### src/rtl/fadd_norm_round_if.sv
// fadd_norm_round_if: handshake bundle for the normalize-and-round stage.
// Input side carries the unnormalized adder sum; output side carries the
// packed binary32 result and its status flags.
interface fadd_norm_round_if;
   logic        in_valid;
   logic        in_ready;
   logic        in_sign;
   logic [7:0]  in_exp;
   logic [26:0] in_mant;
   logic        in_sticky;
   logic        out_valid;
   logic        out_ready;
   logic [31:0] out_result;
   logic        out_overflow;
   logic        out_underflow;
   logic        out_inexact;

   // Producer of sums and consumer of results
   modport master (
      output in_valid, in_sign, in_exp, in_mant, in_sticky, out_ready,
      input  in_ready, out_valid, out_result, out_overflow, out_underflow, out_inexact
   );

   // The normalize-and-round stage itself
   modport slave (
      input  in_valid, in_sign, in_exp, in_mant, in_sticky, out_ready,
      output in_ready, out_valid, out_result, out_overflow, out_underflow, out_inexact
   );
endinterface

### src/rtl/fadd_norm_round.sv
// fadd_norm_round: normalizes an unnormalized signed-magnitude significand sum
// one bit per cycle, rounds to nearest-even and packs an IEEE-754 single.
// Optional feature macro FPU_DENORM_EN: when defined, results below the
// normal range are emitted as subnormals; otherwise they flush to zero.
module fadd_norm_round (
   input  logic             clk,
   input  logic             rst,
   fadd_norm_round_if.slave bus
);

   typedef enum logic [1:0] {IDLE, NORM, ROUND, DONE} state_t;

   state_t             state_q, state_d;
   logic               sign_q, sign_d;
   logic signed [9:0]  exp_q, exp_d;
   logic [26:0]        mant_q, mant_d;
   logic               sticky_q, sticky_d;
   logic [4:0]         lsh_q, lsh_d;
   logic [31:0]        res_q, res_d;
   logic               ovf_q, ovf_d;
   logic               unf_q, unf_d;
   logic               inx_q, inx_d;
   logic               shl_ok;
   logic [22:0]        spec_frac;

   // Round-to-nearest-even on mant[26:2] with guard mant[1] and round mant[0]|sticky,
   // then pack; returns {result[31:0], overflow, underflow, inexact}.
   function automatic logic [34:0] round_pack(input logic              sign,
                                              input logic signed [9:0] exp,
                                              input logic [26:0]       mant,
                                              input logic              sticky);
      logic              g, r, up, carry, inx;
      logic [24:0]       m;
      logic [22:0]       frac;
      logic signed [9:0] e;
`ifdef FPU_DENORM_EN
      logic [7:0]        ef;
`endif
      g     = mant[1];
      r     = mant[0] | sticky;
      up    = g & (r | mant[2]);
      m     = mant[26:2] + {24'd0, up};
      carry = m[24];
      frac  = carry ? m[23:1] : m[22:0];
      e     = exp + (carry ? 10'sd1 : 10'sd0);
      inx   = g | r;
      if (e >= 10'sd255)
         return {sign, 8'hFF, 23'd0, 1'b1, 1'b0, 1'b1};
`ifdef FPU_DENORM_EN
      // No hidden bit left after rounding means the value is subnormal (or zero);
      // a rounding carry into the hidden bit naturally yields exponent field 1.
      ef = (~carry & ~m[23]) ? 8'd0 : e[7:0];
      return {sign, ef, frac, 1'b0, inx & (ef == 8'd0), inx};
`else
      if (e <= 10'sd0)
         return {sign, 31'd0, 1'b0, 1'b1, 1'b1};
      return {sign, e[7:0], frac, 1'b0, 1'b0, inx};
`endif
   endfunction

   // A left shift may only happen while the exponent can absorb it
`ifdef FPU_DENORM_EN
   assign shl_ok = (exp_q > 10'sd1) && (lsh_q < 5'd24);
`else
   assign shl_ok = (lsh_q < 5'd24);
`endif

   // NaN payloads are quieted by forcing the top fraction bit when nonzero
   assign spec_frac = bus.in_mant[24:2] | {(|bus.in_mant[24:2]), 22'd0};

   assign bus.in_ready      = (state_q == IDLE) & ~rst;
   assign bus.out_valid     = (state_q == DONE);
   assign bus.out_result    = res_q;
   assign bus.out_overflow  = ovf_q;
   assign bus.out_underflow = unf_q;
   assign bus.out_inexact   = inx_q;

   // Next-state and datapath decisions for each FSM state
   always_comb begin
      state_d  = state_q;
      sign_d   = sign_q;
      exp_d    = exp_q;
      mant_d   = mant_q;
      sticky_d = sticky_q;
      lsh_d    = lsh_q;
      res_d    = res_q;
      ovf_d    = ovf_q;
      unf_d    = unf_q;
      inx_d    = inx_q;
      case (state_q)
         IDLE: begin
            if (bus.in_valid) begin
               sign_d   = bus.in_sign;
               exp_d    = {2'b00, bus.in_exp};
               mant_d   = bus.in_mant;
               sticky_d = bus.in_sticky;
               lsh_d    = 5'd0;
               ovf_d    = 1'b0;
               unf_d    = 1'b0;
               inx_d    = 1'b0;
               if (bus.in_exp == 8'hFF) begin
                  res_d   = {bus.in_sign, 8'hFF, spec_frac};
                  state_d = DONE;
               end else if ((bus.in_mant == 27'd0) && !bus.in_sticky) begin
                  res_d   = {bus.in_sign, 31'd0};
                  state_d = DONE;
               end else begin
                  state_d = NORM;
               end
            end
         end
         NORM: begin
            if (mant_q[26]) begin
               mant_d   = {1'b0, mant_q[26:1]};
               sticky_d = sticky_q | mant_q[0];
               exp_d    = exp_q + 10'sd1;
               state_d  = ROUND;
            end else if (!mant_q[25] && shl_ok) begin
               mant_d = {mant_q[25:0], 1'b0};
               exp_d  = exp_q - 10'sd1;
               lsh_d  = lsh_q + 5'd1;
            end else begin
               state_d = ROUND;
            end
         end
         ROUND: begin
            {res_d, ovf_d, unf_d, inx_d} = round_pack(sign_q, exp_q, mant_q, sticky_q);
            state_d = DONE;
         end
         DONE: begin
            if (bus.out_ready)
               state_d = IDLE;
         end
         default: state_d = IDLE;
      endcase
   end

   // State and datapath registers; reset clears everything
   always_ff @(posedge clk) begin
      if (rst) begin
         state_q  <= IDLE;
         sign_q   <= 1'b0;
         exp_q    <= 10'sd0;
         mant_q   <= 27'd0;
         sticky_q <= 1'b0;
         lsh_q    <= 5'd0;
         res_q    <= 32'd0;
         ovf_q    <= 1'b0;
         unf_q    <= 1'b0;
         inx_q    <= 1'b0;
      end else begin
         state_q  <= state_d;
         sign_q   <= sign_d;
         exp_q    <= exp_d;
         mant_q   <= mant_d;
         sticky_q <= sticky_d;
         lsh_q    <= lsh_d;
         res_q    <= res_d;
         ovf_q    <= ovf_d;
         unf_q    <= unf_d;
         inx_q    <= inx_d;
      end
   end

endmodule

### src/flat_wrapper.sv
// flat-port wrapper written by rule: the top's interface ports become plain ports
module fadd_norm_round_flat 
  (clk, rst, bus_in_valid, bus_in_sign, bus_in_exp, bus_in_mant, bus_in_sticky, bus_out_ready, bus_in_ready, bus_out_valid, bus_out_result, bus_out_overflow, bus_out_underflow, bus_out_inexact);
  fadd_norm_round_if bus_i ();
  input  logic clk;
  input  logic rst;
  input wire logic [$bits(bus_i.in_valid)-1:0] bus_in_valid;
  input wire logic [$bits(bus_i.in_sign)-1:0] bus_in_sign;
  input wire logic [$bits(bus_i.in_exp)-1:0] bus_in_exp;
  input wire logic [$bits(bus_i.in_mant)-1:0] bus_in_mant;
  input wire logic [$bits(bus_i.in_sticky)-1:0] bus_in_sticky;
  input wire logic [$bits(bus_i.out_ready)-1:0] bus_out_ready;
  output wire logic [$bits(bus_i.in_ready)-1:0] bus_in_ready;
  output wire logic [$bits(bus_i.out_valid)-1:0] bus_out_valid;
  output wire logic [$bits(bus_i.out_result)-1:0] bus_out_result;
  output wire logic [$bits(bus_i.out_overflow)-1:0] bus_out_overflow;
  output wire logic [$bits(bus_i.out_underflow)-1:0] bus_out_underflow;
  output wire logic [$bits(bus_i.out_inexact)-1:0] bus_out_inexact;
  assign bus_i.in_valid = bus_in_valid;
  assign bus_i.in_sign = bus_in_sign;
  assign bus_i.in_exp = bus_in_exp;
  assign bus_i.in_mant = bus_in_mant;
  assign bus_i.in_sticky = bus_in_sticky;
  assign bus_i.out_ready = bus_out_ready;
  assign bus_in_ready = bus_i.in_ready;
  assign bus_out_valid = bus_i.out_valid;
  assign bus_out_result = bus_i.out_result;
  assign bus_out_overflow = bus_i.out_overflow;
  assign bus_out_underflow = bus_i.out_underflow;
  assign bus_out_inexact = bus_i.out_inexact;
  fadd_norm_round u_core (.clk(clk), .rst(rst), .bus(bus_i));
endmodule
### config.mk
export PLATFORM = sky130hd
export DESIGN_NAME = fadd_norm_round_flat
export DESIGN_NICKNAME = d
export VERILOG_FILES = /design/src/rtl/fadd_norm_round_if.sv /design/src/rtl/fadd_norm_round.sv /design/src/flat_wrapper.sv
export SDC_FILE = /design/constraint.sdc
export NUM_CORES = 1
export LEC_CHECK = 0
export CORE_MARGIN = 5
export CORE_UTILIZATION = 25
export DETAILED_ROUTE_END_ITERATION = 6
export GPL_ROUTABILITY_DRIVEN = 0
export PLACE_DENSITY_LB_ADDON = 0.05
export SYNTH_ARGS = -nofsm -noshare
export SYNTH_HDL_FRONTEND = slang
export SYNTH_SLANG_ARGS = --single-unit
### constraint.sdc
create_clock -name clk -period 11.35 [get_ports clk]
set_input_delay 3.405 -clock clk [delete_from_list [all_inputs] [get_ports clk]]
set_output_delay 3.405 -clock clk [all_outputs]
set_load 0.02 [all_outputs]
==> impl_metrics.env, run 1 <==
export IMPL_path_max_fanout=41
export IMPL_rsz0062_at_grt="false"
export IMPL_cts_buffers=9
export IMPL_first_iter_violations=571
export IMPL_cp_data_required_time_ns=7.95
export IMPL_combPwrFrac_pct=52.2
export IMPL_cap_violations=0
export IMPL_clock_sinks=81
export IMPL_status="finished, final reports clean"
export IMPL_netlist_area_um2=5970
export IMPL_ys_warnings_count=0
export IMPL_dp_hpwl_um=17000
export IMPL_critPathArrivalTime_ns=4.60
export IMPL_ant_nets=0
export IMPL_swShare_pct=49.2
export IMPL_internal_power_uw=915
export IMPL_die_w_um=165
export IMPL_synth_edf_count=0
export IMPL_hold_violations=0
export IMPL_layout_min_cycle_time_ns=8.01
export IMPL_synth_top_cell_by_area="dfxtp_1"
export IMPL_ys_seq_area_share_pct=27.2
export IMPL_slew_viol_final=0
export IMPL_synth_top_area_share_pct=27.2
export IMPL_start_kind="input pin"
export IMPL_setup_viol=0
export IMPL_power_frac_clock_pct=18.5
export IMPL_via_per_inst=5.56
export IMPL_diodes=0
export IMPL_slowest_delay_ns=0.62
export IMPL_cts_tree="yes"
export IMPL_drc=0
export IMPL_maxSlewHeadroom_pct=23.5
export IMPL_coreArea_um2=23500
export IMPL_synth_area_leaders="dfxtp_1 (27%), nor2_1 (6.4%), a21oi_1 (5.9%), nand2_1 (5.0%), a311oi_1 (5.0%)"
export IMPL_cts_setup_buffers=0
export IMPL_yosysMostFrequentCell="nor2_1"
export IMPL_syn_avg_cell_area_um2=7.25
export IMPL_synthCells=823
export IMPL_power_leakage_uw=0.00228
export IMPL_grt_pass1_vias=6130
export IMPL_dr_pass1_iters=6
export IMPL_overflow=0
export IMPL_p_per_area_nw_per_um2=248
export IMPL_hold_slack_ns=0.470
export IMPL_switchingPower_uw=885
export IMPL_synth_top_cells_by_count="nor2_1 (102), dfxtp_1 (81), nand2_1 (80)"
export IMPL_clk_latency_ns=0.35
export IMPL_num_rows=56
export IMPL_async_reset_ff_share_pct=0
export IMPL_clk_pin_slew_ns=0.07
export IMPL_seqPwrFrac_pct=29.3
export IMPL_tightestPinTransition_ns=1.14
export IMPL_ctsResizeCount=0
export IMPL_ctsLongestPathBuffers=2
export IMPL_die_h_um=165
export IMPL_ir_drop_v=0.000148
export IMPL_wl_per_cell_um=20.8
export IMPL_synth_main_ff_cell="dfxtp_1"
export IMPL_postCtsHoldBufs=0
export IMPL_vias=6516
export IMPL_yosysUniqueCellTypes=73
export IMPL_critical_path_class="in2out"
export IMPL_skew_ns=0.0124
export IMPL_ys_seq_elements=81
export IMPL_syn_num_nets=881
export IMPL_start_util_pct=25.4
export IMPL_fin_nets=905
export IMPL_cp_cell_sequence="buf_2, buf_4, nor2b_1, clkdlybuf4s50_1"
export IMPL_h_tree_depth=3
export IMPL_drive_gt1_share_pct=5.63
export IMPL_fmax_ghz=0.125
export IMPL_cts_root_buf="clkbuf_16"
export IMPL_slowest_stage="clkdlybuf4s50_1"
export IMPL_setup_tns_final_ns=0
export IMPL_worst_hold_path_type="reg2reg"
export IMPL_grt_first_pass_wirelength_um=37500
export IMPL_antenna_found_initial=0
export IMPL_area_delta_synth_final_pct=21.7
export IMPL_critPathCaptureType="output port"
export IMPL_track_usage_pct=17.8
export IMPL_io_buffers=77
export IMPL_die_area_um2=27100
export IMPL_routed_wl_um=24300
export IMPL_grt_max_degree=69
export IMPL_io_pins=78
export IMPL_finalCritPeriodShare_pct=70.5
[registers in the layout (all words and copies together), names as in the netlist]
name	count
u_core.bus.out_inexact	1
u_core.bus.out_overflow	1
u_core.bus.out_result	32
u_core.bus.out_underflow	1
u_core.exp_q	10
u_core.lsh_q	5
u_core.mant_q	27
u_core.sign_q	1
u_core.state_q	2
u_core.sticky_q	1
[worst max-delay path, delay by kind of cell]
kind          cells  cell delay, ns
buf+inv           3            0.97
simple gates      1            0.18
[metrics by stage]
step	worst slack, ns	power (µW)	area [µm²]	utilization [%]	instances
floorplan	3.83	1170	5970	-	823
finish	3.34	1800	7270	31.0	1171
CTS	3.34	1800	7270	31.0	1171
global route	3.30	1940	7270	31.0	1171
detailed placement	3.34	1460	6940	29.6	1155
global placement	3.35	1450	6940	29.6	1155
[power by group through the flow]
stage                     clock network, µW  registers [µW]  logic, µW
after detailed placement                  0             531        929
after CTS                               341             526        935
final                                   333             528        939
after global routing                    353             544       1040
after global placement                    0             530        921
after floorplan                           0             437        737
[kinds of logic after synthesis]
logic type,count (synthesis),synth area share (%)
AO/OA/AOI/OAI,237,27.4
multiplexers,17,2.87
buffers and inverters,97,6.54
flip-flops,81,27.2
XOR/XNOR,27,3.96
AND/OR/NAND/NOR,347,28.4
adder cells (fa/ha/maj),17,3.69
[cells in the final DEF, fill, tap and decap left out, drive strengths merged, types with 3 or more instances in the layout]
| cell | instances |
|---|---|
| o21ai | 28 |
| nor3 | 27 |
| a311oi | 34 |
| buf | 16 |
| inv | 17 |
| mux2i | 16 |
| nand2b | 4 |
| xnor2 | 19 |
| o22ai | 8 |
| a21oi | 70 |
| nand4 | 24 |
| o2111ai | 10 |
| a211o | 3 |
| nand2 | 80 |
| a221oi | 7 |
| a22oi | 5 |
| o32ai | 10 |
| a31oi | 5 |
| and3 | 9 |
| ha | 16 |
| or2 | 3 |
| nor2b | 4 |
| o211ai | 16 |
| and4 | 8 |
| or4 | 3 |
| dfxtp | 81 |
| or3 | 6 |
| clkdlybuf4s50 | 76 |
| nand3 | 49 |
| a211oi | 15 |
| clkbuf | 12 |
| nor4 | 8 |
| nor2 | 103 |
| xor2 | 8 |
| and2 | 15 |
[path summary, 6_finish.rpt]
path / from / endpoint / slack, ns / depth (start not counted)
setup reg to reg: u_core.mant_q[1] / u_core.bus.out_result[21] / 4.82 / 17
hold reg to reg: u_core.sign_q / u_core.sign_q / 0.47 / 2
hold / removal: u_core.sign_q / u_core.sign_q / 0.47 / 2
setup / recovery: rst / bus_in_ready / 3.34 / 4
[metal layers]
metal / wire length (µm) / GRT usage (%) / vias to the layer above
met5: 0 / 0 / -
met4: 504 / 5.86 / 0
met3: 1320 / 2.47 / 38
met2: 10100 / 25.2 / 221
met1: 12300 / 27.5 / 3132
li1: - / - / 3125
[layout make-up]
type / instances / area [µm²]
Multi-Input combinational cell: 645 / 3980
Clock buffer: 12 / 246
Tap cell: 319 / 399
Fill cell: 2538 / 16200
Timing Repair Buffer: 92 / 878
Inverter: 18 / 67.6
Sequential cell: 81 / 1620
Clock inverter: 4 / 76.3
No activity file was read; power rests on OpenSTA's default activity.
==> inputs of run 2 (changes only) <==
- clock period: 11.35 -> 6.76 ns (I/O delays scaled with it)
==> impl_metrics.env, run 2 (synthesis results as in run 1) <==
export IMPL_ctsLongestPathBuffers=2
export IMPL_vias=6412
export IMPL_switchingPower_uw=1470
export IMPL_clk_latency_ns=0.35
export IMPL_cts_tree="yes"
export IMPL_power_frac_clock_pct=18.0
export IMPL_die_w_um=165
export IMPL_status="finished, final reports clean"
export IMPL_h_tree_depth=3
export IMPL_power_leakage_uw=0.00229
export IMPL_setup_viol=0
export IMPL_final_cell_mix="nor2_1 (101), dfxtp_1 (81), nand2_1 (79), clkdlybuf4s50_1 (76), a21oi_1 (70)"
export IMPL_postCtsHoldBufs=0
export IMPL_hold_violations=0
export IMPL_seqPwrFrac_pct=29.1
export IMPL_clk_pin_slew_ns=0.07
export IMPL_antenna_found_initial=1
export IMPL_fin_cells=1172
export IMPL_coreArea_um2=23500
export IMPL_first_iter_violations=526
export IMPL_ctsResizeCount=0
export IMPL_critPathArrivalTime_ns=5.36
export IMPL_grt_max_degree=69
export IMPL_die_h_um=165
export IMPL_num_rows=56
export IMPL_combPwrFrac_pct=52.9
export IMPL_critPathCaptureType="flop"
export IMPL_cts_setup_buffers=0
export IMPL_swShare_pct=49.1
export IMPL_slew_viol_final=0
export IMPL_finalCritPeriodShare_pct=75.6
export IMPL_ant_nets=0
export IMPL_grt_pass1_vias=5965
export IMPL_critical_path_class="in2reg"
export IMPL_overflow=0
export IMPL_start_util_pct=25.4
export IMPL_rsz0062_at_grt="false"
export IMPL_ir_drop_v=0.000154
export IMPL_place_inst=1157
export IMPL_area_delta_synth_final_pct=21.6
export IMPL_layout_min_cycle_time_ns=5.11
export IMPL_tightestPinTransition_ns=1.15
export IMPL_cp_data_required_time_ns=7.02
export IMPL_maxSlewHeadroom_pct=23.7
export IMPL_track_usage_pct=17.8
export IMPL_cap_violations=0
export IMPL_dr_pass1_iters=5
export IMPL_dp_hpwl_um=17400
export IMPL_routed_wl_um=24200
export IMPL_setup_tns_final_ns=0
export IMPL_start_kind="input pin"
export IMPL_r2r_setup_slack_ns=1.76
export IMPL_wl_per_cell_um=20.7
export IMPL_skew_ns=0.0105
export IMPL_largest_register_ff_count=32
export IMPL_fmax_ghz=0.196
export IMPL_drive_gt1_share_pct=5.86
export IMPL_post_place_ws_ns=1.19
export IMPL_drc=0
export IMPL_die_area_um2=27100
export IMPL_hold_slack_ns=0.461
export IMPL_cts_root_buf="clkbuf_16"
export IMPL_timing_final_ws_setup_ns=1.65
export IMPL_io_buffers=77
export IMPL_final_common_cell="nor2_1"
export IMPL_p_per_area_nw_per_um2=414
export IMPL_diodes=0
export IMPL_grt_first_pass_wirelength_um=37100
export IMPL_io_pins=78
export IMPL_via_per_inst=5.47
export IMPL_clock_sinks=81
export IMPL_final_core_util_pct=30.9
export IMPL_cts_buffers=9
export IMPL_worst_hold_path_type="reg2reg"
export IMPL_path_max_fanout=26
export IMPL_fin_nets=907
export IMPL_internal_power_uw=1530
run 2: changes by cell type in the layout (fill, tap and decap cells not counted):
cell / previous run / this run
a2bb2oi_1: 0 / 1
a2bb2oi_2: 1 / 0
buf_4: 15 / 17
clkbuf_1: 2 / 0
clkbuf_8: 1 / 0
clkinv_2: 0 / 3
clkinvlp_4: 1 / 0
run 2: final cells by class:
| class | count | area, µm² |
|---|---|---|
| multi-input cells | 645 | 3970 |
| clock inverters | 6 | 83.8 |
| well taps | 319 | 399 |
| clock buffers | 9 | 225 |
| flip-flops and latches | 81 | 1620 |
| fillers | 2518 | 16200 |
| repair buffers | 94 | 893 |
| inverters | 18 | 67.6 |
run 2: power by group through the flow:
stage / Sequential, µW / Combinational, µW / Clock (µW)
2_1_floorplan: 734 / 1240 / 0
3_3_place_gp: 881 / 1570 / 0
3_5_place_dp: 882 / 1580 / 0
4_1_cts: 871 / 1590 / 559
5_1_grt: 908 / 1770 / 580
6_report: 875 / 1590 / 541
run 2: worst paths after layout:
check | startpoint | to | depth (start not counted)
worst min register to register | u_core.sign_q | u_core.sign_q | 2
worst min-delay path | u_core.sign_q | u_core.sign_q | 2
worst max register to register | u_core.mant_q[14] | u_core.bus.out_result[7] | 15
worst max-delay path | bus_in_mant[24] | u_core.bus.out_result[4] | 8
run 2: worst max-delay path, cell delays in order:
cell             delay [ns]
clkdlybuf4s50_1        0.53
nor4_1                 0.57
nand4_1                0.34
or4_1                  0.64
nand2_2                0.52
buf_4                  0.38
nor2_1                 0.08
a311oi_1               0.26
run 2: per-layer routing:
layer | GRT usage [%] | routed length [µm] | up-vias
li1 | - | - | 3120
met2 | 25.4 | 10100 | 194
met5 | 0 | 13 | -
met4 | 4.16 | 281 | 2
met3 | 3.42 | 1400 | 19
met1 | 27.2 | 12400 | 3077
run 2: stage by stage:
step | total power [µW] | area [µm²]
2_1_floorplan | 1970 | 5970
3_3_place_gp | 2450 | 6950
3_5_place_dp | 2460 | 6950
4_1_cts | 3020 | 7260
5_1_grt | 3260 | 7260
6_report | 3000 | 7260
